<file path="src/rtl/prio_encoder_rr.sv">
// Registered N-to-log2(N) priority encoder with fixed-priority or round-robin
// arbitration, zero/multi-hot flags and a valid/ready output stage.
module prio_encoder_rr #(
    parameter  int N = 8,
    localparam int W = (N > 1) ? $clog2(N) : 1
) (
    input  logic         clk,
    input  logic         rst_n,
    input  logic [N-1:0] req,
    input  logic         in_valid,
    output logic         in_ready,
    input  logic         mode,
    output logic [W-1:0] out_idx,
    output logic [N-1:0] out_onehot,
    output logic         out_zero,
    output logic         out_multi,
    output logic         out_valid,
    input  logic         out_ready
);

    // Highest set index wins; later loop iterations override earlier ones.
    function automatic logic [W-1:0] fixed_winner(input logic [N-1:0] r);
        logic [W-1:0] w;
        w = '0;
        for (int i = 0; i < N; i++) begin
            w = r[i] ? W'(i) : w;
        end
        return w;
    endfunction

    // Walk offsets from far to near so the set bit closest to ptr (with wrap at N) wins.
    function automatic logic [W-1:0] rr_winner(input logic [N-1:0] r, input logic [W-1:0] p);
        logic [W-1:0] w;
        logic [W-1:0] j_idx;
        int           j;
        w = '0;
        for (int k = N - 1; k >= 0; k--) begin
            j     = int'(p) + k;
            j     = (j >= N) ? (j - N) : j;
            j_idx = W'(j);
            w     = r[j_idx] ? j_idx : w;
        end
        return w;
    endfunction

    function automatic logic is_multi_hot(input logic [N-1:0] r);
        return ((r & (r - N'(1))) != '0);
    endfunction

    logic [W-1:0] ptr_q, ptr_d;
    logic [W-1:0] idx_q, idx_d;
    logic [N-1:0] onehot_q, onehot_d;
    logic         zero_q, zero_d;
    logic         multi_q, multi_d;
    logic         valid_q, valid_d;

    logic         accept_s;
    logic         xfer_s;
    logic         req_zero_s;
    logic [W-1:0] win_s;

    assign in_ready   = !valid_q | out_ready;
    assign accept_s   = in_valid & in_ready;
    assign xfer_s     = valid_q & out_ready;
    assign req_zero_s = (req == '0);

    assign out_idx    = idx_q;
    assign out_onehot = onehot_q;
    assign out_zero   = zero_q;
    assign out_multi  = multi_q;
    assign out_valid  = valid_q;

    // Winner selection and next-state for the pointer and output register.
    always_comb begin
        win_s    = '0;
        ptr_d    = ptr_q;
        idx_d    = idx_q;
        onehot_d = onehot_q;
        zero_d   = zero_q;
        multi_d  = multi_q;
        valid_d  = valid_q;

        if (req_zero_s) begin
            win_s = '0;
        end else if (mode) begin
            win_s = rr_winner(req, ptr_q);
        end else begin
            win_s = fixed_winner(req);
        end

        if (accept_s) begin
            idx_d    = win_s;
            onehot_d = req_zero_s ? '0 : (N'(1) << win_s);
            zero_d   = req_zero_s;
            multi_d  = is_multi_hot(req);
            valid_d  = 1'b1;
            // Pointer advances past the winner at accept time; all-zero vectors leave it alone.
            if (mode && !req_zero_s) begin
                ptr_d = (win_s == W'(N - 1)) ? '0 : (win_s + W'(1));
            end else begin
                ptr_d = ptr_q;
            end
        end else if (xfer_s) begin
            valid_d = 1'b0;
        end else begin
            valid_d = valid_q;
        end
    end

    // Output register and round-robin pointer state.
    always_ff @(posedge clk or negedge rst_n) begin
        if (!rst_n) begin
            ptr_q    <= '0;
            idx_q    <= '0;
            onehot_q <= '0;
            zero_q   <= 1'b0;
            multi_q  <= 1'b0;
            valid_q  <= 1'b0;
        end else begin
            ptr_q    <= ptr_d;
            idx_q    <= idx_d;
            onehot_q <= onehot_d;
            zero_q   <= zero_d;
            multi_q  <= multi_d;
            valid_q  <= valid_d;
        end
    end

endmodule

</file>
<file path="config.mk">
export PLATFORM = sky130hd
export DESIGN_NAME = prio_encoder_rr
export DESIGN_NICKNAME = d
export VERILOG_FILES = /design/src/rtl/prio_encoder_rr.sv
export SDC_FILE = /design/constraint.sdc
export NUM_CORES = 1
export LEC_CHECK = 0
export ABC_CLOCK_PERIOD_IN_PS = 5800
export CORE_ASPECT_RATIO = 1.4
export CORE_MARGIN = 2
export CORE_UTILIZATION = 35
export CTS_CLUSTER_SIZE = 12
export DETAILED_ROUTE_END_ITERATION = 10
export GPL_TIMING_DRIVEN = 0
export RECOVER_POWER = 25
export SYNTH_ARGS = -nofsm -noshare
export SYNTH_HDL_FRONTEND = slang
export SYNTH_SLANG_ARGS = --single-unit
export TNS_END_PERCENT = 50
</file>
<file path="constraint.sdc">
create_clock -name clk -period 5.8 [get_ports clk]
set_input_delay 1.16 -clock clk [delete_from_list [all_inputs] [get_ports clk]]
set_output_delay 1.16 -clock clk [all_outputs]
set_load 0.05 [all_outputs]
</file>
## Word level (Yosys, flattened, before mapping)

Cells that the tools add are included.

- Register bits after elaboration: 17
- Output and inout port bits: 15
- Word-level logic and storage cells: 97
- Input port bits: 13

- Shift operators: 1
- Reductions and logical operators: 7
- Multiplexer cells: 45
- Magnitude comparators: 16
- Bitwise operators: 4
- Add/subtract/negate cells: 17
- Equal/unequal tests: 1

Operators by type and width:

| cell | count |
|---|---|
| $mux 3 | 23 |
| $lt 3x4->1 const B | 8 |
| $ge 4x4->1 const B | 7 |
| $bmux 1 s3 | 8 |
| $sub 3x1->3 const B | 8 |
| $add 3x3->4 const B | 4 |
| $mux 1 | 11 |
| $add 3x2->4 const B | 2 |
| $and 8x8->8 | 1 |
| $logic_not 8->1 | 1 |
| $mux 8 | 1 |
| $reduce_bool 8->1 | 1 |
| $shl 1x3->8 const A | 1 |
| $sub 8x1->8 const B | 1 |
| $add 3x1->4 const B | 1 |
| $ge 3x4->1 const B | 1 |
| $mux 2 | 2 |
| $add 3x1->3 const B | 1 |
| $eq 3x3->1 const B | 1 |
| $and 1x1->1 | 2 |
| $logic_not 1->1 | 2 |
| $reduce_and 2->1 | 1 |
| $reduce_bool 2->1 | 1 |
| $logic_and 1x1->1 | 1 |
| $or 1x1->1 | 1 |

## Longest topological paths before layout

- Depth after elaboration: 17
- Gate-level depth with buffers: 14
- Gate-level depth less buffers: 12

## Worst setup path before layout

Ideal clock, no wire load.

- Path kind: input -> register
- Start point: in req[3]
- End point: reg ptr_q[1]
- Data arrival time: 3.292 ns
- Cell stages on the path: 9
- Setup slack: 2.413 ns
- Buffers on the path: 1
- Library setup time: 0.096 ns
- Data required time: 5.704 ns
- Cells stage by stage: buf_6 > mux4_2 > mux2_4 > or2_1 > o21a_1 > o2111ai_2 > nand3_2 > ha_1 > o31ai_1

- Longest elaborated chain between the ends: 14
- Elaborated cells between the ends (all ways): 38
- Those cells by class: add/sub: 1; eq/ne: 1; mux: 32; reduce/logical: 4

Ends and longest elaborated chain:

| item | line | RTL |
|---|---|---|
| from (decl) | 9 | `input logic [N-1:0] req,` |
| $bmux 1 s3 | 41 | `w = r[j_idx] ? j_idx : w;` |
| $mux 1 (not written as such) | 41 |  |
| $mux 3 (8 in series) | 41 |  |
| $mux 3 | 85 | `end else if (mode) begin` |
| $mux 3 | 83 | `if (req_zero_s) begin` |
| $add 3x1->3 or $eq 3x3->1 (tied branches) | 99 | `ptr_d = (win_s == W'(N - 1)) ? '0 : (win_s + W'(1));` |
| $mux 3 | 99 |  |
| to (signal assigned) | 120 | `ptr_q <= ptr_d;` |
| to (decl) | 50 | `logic [W-1:0] ptr_q, ptr_d;` |

Several ways; a longest one is shown, not always the timed one. The select of a mux whose other input is x is not followed.
A chain may end at the register's enable or synchronous reset.

## Final worst setup path

- Start point: in req[7]
- End point: reg ptr_q[2]

The elaborated chain is that of the path after synthesis.

==> results_dict.tcl <==
set metrics [dict create \
    clock_latency_ps 250 \
    fillers 501 \
    grt_pass1_wl_mm 8.07 \
    vdd_drop_max_v 0.000338 \
    fin_util_pct 43.4 \
    slew_viol_final 0 \
    power_density_nw_per_um2 572 \
    worst_pin_slew_ps 768 \
    finalNetCount 237 \
    post-dp-hpwl_mm 3.61 \
    grtUsageTotal_pct 17.2 \
    antenna_found_initial 0 \
    drive_gt1_share_pct 17.5 \
    rows 31 \
    wl_met2_mm 2.45 \
    worstPathRequired_ps 5980 \
    setup_viol 0 \
    critPathLaunchType "input port" \
    fin_crit_ps 4040 \
    synth_edf_count 0 \
    synth_top_area_share_pct 22.9 \
    grt_max_degree 18 \
    fmaxAchievable_ghz 0.247 \
    clock_sinks 17 \
    synth_cells 188 \
    syn-cell-area_um2 1860 \
    wirelength_met1_mm 1.96 \
    cts_buffers 3 \
    place_area_um2 2190 \
    start_util_pct 36.0 \
    route.met3.wl_um 130 \
    avgRoutedWirePerCell_um 16.5 \
    multi_input_area_um2 1290 \
    arrival_ps 4220 \
    cts_htree_levels 1 \
    ys_ff_latch 17 \
    synth_area_leaders "dfrtp_1 (23%), mux4_2 (11%), mux2i_1 (6.5%)" \
    cts-resized-gates 0 \
    mostFrequentLayoutCell "nand2_1" \
    setup_tns_ps 0 \
    crit_path_end_kind "flip-flop" \
    cts_tree "yes" \
    syn-num-nets 207 \
    synth.largest_area_cell "dfrtp_1" \
    top_layer "met4" \
    cts.clk_slew.worst_paths_ps 70 \
    area_delta_synth_final_pct 20.4 \
    port_buffers 25 \
    wl_mm 4.67 \
    pre_cts_ws_ps 1510 \
    maxCapViolCount 0 \
    timing_hold_violations_final 0 \
    register_area_um2 425 \
    cts_hold_buf 0 \
    fin_area_um2 2240 \
    firstDrtPassIters 5 \
    grt_overflow 0 \
    dieArea_um2 5920 \
    status "completed" \
    post_cts_buffers 0 \
    worstPathMaxFanout 10 \
    cts_max_path_buffers 2 \
    gp_congestion 0.862 \
    min_path_type "flip-flop to flip-flop" \
    core_area_um2 5160 \
    die_w_um 65.6 \
    ys_types 62 \
    yosys_warnings 0 \
    finalCritPeriodShare_pct 69.7 \
    vias_per_cell 5.72 \
    max_slew_margin_pct 48.7 \
    ys_seq_area_share_pct 22.9 \
    path_class "input port to flip-flop" \
    root_buffer "clkbuf_8" \
    rsz0062_at_grt "no" \
    drc 0 \
    drt_iter0_markers 58 \
    syn_avg_cell_area_um2 9.89 \
    die_y_um 90.2 \
    p_leak_nw 0.891 \
    synthArstFlopShare_pct 100 \
    mostFrequentLayoutCells "nand2_1 (24), clkdlybuf4s50_1 (23), dfrtp_1 (17)" \
    finClkSkew_ps 1.47 \
    num_vias 1619 \
    io_pins 28 \
    synthFlopType "dfrtp_1" \
    antenna_left 0 \
    grt_pass1_vias 1616 \
    fin_ws_ps 1760 \
    num_antenna_cells 0 \
]
[power by group]
group,internal (mW),switching [mW]
registers,0.163,0.0340
clock network,0.0477,0.0409
logic,0.429,0.566
[layer usage]
metal,global-route usage [%],vias up
met3,1.88,14
li1,-,768
met4,6.94,0
met1,21.8,800
met2,29.1,37
met5,0,-
[metrics by stage]
stage               hold WS [ps]  std cells  total power, mW
global placement             452        279             1.19
CTS                          477        283             1.29
global route                 500        283             1.38
detailed placement           461        279             1.19
floorplan                    625        188            0.967
finish                       474        283             1.28
[state kept, by name, summed over array words and instances, names as in the netlist]
signal      count
out_idx         3
out_multi       1
out_onehot      8
out_valid       1
out_zero        1
ptr_q           3
[cell families (layout without fill, tap and decap cells)]
kind of cell | Yosys count | in the layout | share of synthesized area [%]
mux | 32 | 32 | 27.3
xor+xnor | 3 | 3 | 2.83
fa+ha+maj | 8 | 8 | 5.11
buf+inv | 24 | 53 | 7.81
flops | 17 | 17 | 22.9
compound gates | 45 | 45 | 18.8
simple gates | 59 | 59 | 15.3
[Yosys cell counts, types with 3 or more instances]
library cell / n
a21oi_1: 4
buf_6: 4
clkbuf_1: 6
dfrtp_1: 17
ha_1: 6
inv_1: 8
mux2_2: 5
mux2i_1: 12
mux4_1: 3
mux4_2: 9
nand2_1: 24
nand3_1: 7
nor2_1: 9
nor2b_1: 3
nor3_1: 4
o211ai_1: 3
o21ai_0: 8
[final cells by class]
type | instances | area share [%]
Timing Repair Buffer | 25 | 11.2
Clock inverter | 1 | 0.224
Buffer | 14 | 4.81
Multi-Input combinational cell | 147 | 57.6
Tap cell | 66 | 3.69
Clock buffer | 3 | 1.84
Inverter | 10 | 1.68
Sequential cell | 17 | 19.0
[worst max-delay path, stage by stage]
cell and delay, ps:
clkdlybuf4s50_1 500, clkbuf_1 360, mux2i_1 280, mux4_2 530
nor3b_2 190, nor3_1 100, a211oi_4 360, inv_1 160
nor2_1 170, ha_1 250, o21ai_0 140
[final timing paths]
path                                from  slack (ps)  cells after the start            end
min reg2reg                out_onehot[7]         470                      2  out_onehot[7]
max                               req[7]        1760                     11       ptr_q[2]
max in group asynchronous          rst_n        3900                      1     out_idx[1]
max reg2reg                     ptr_q[0]        2100                     13       ptr_q[2]
min                        out_onehot[7]         470                      2  out_onehot[7]
min in group asynchronous          rst_n        1420                      1  out_onehot[3]
Note: power is estimated with default switching activity, not from simulation.
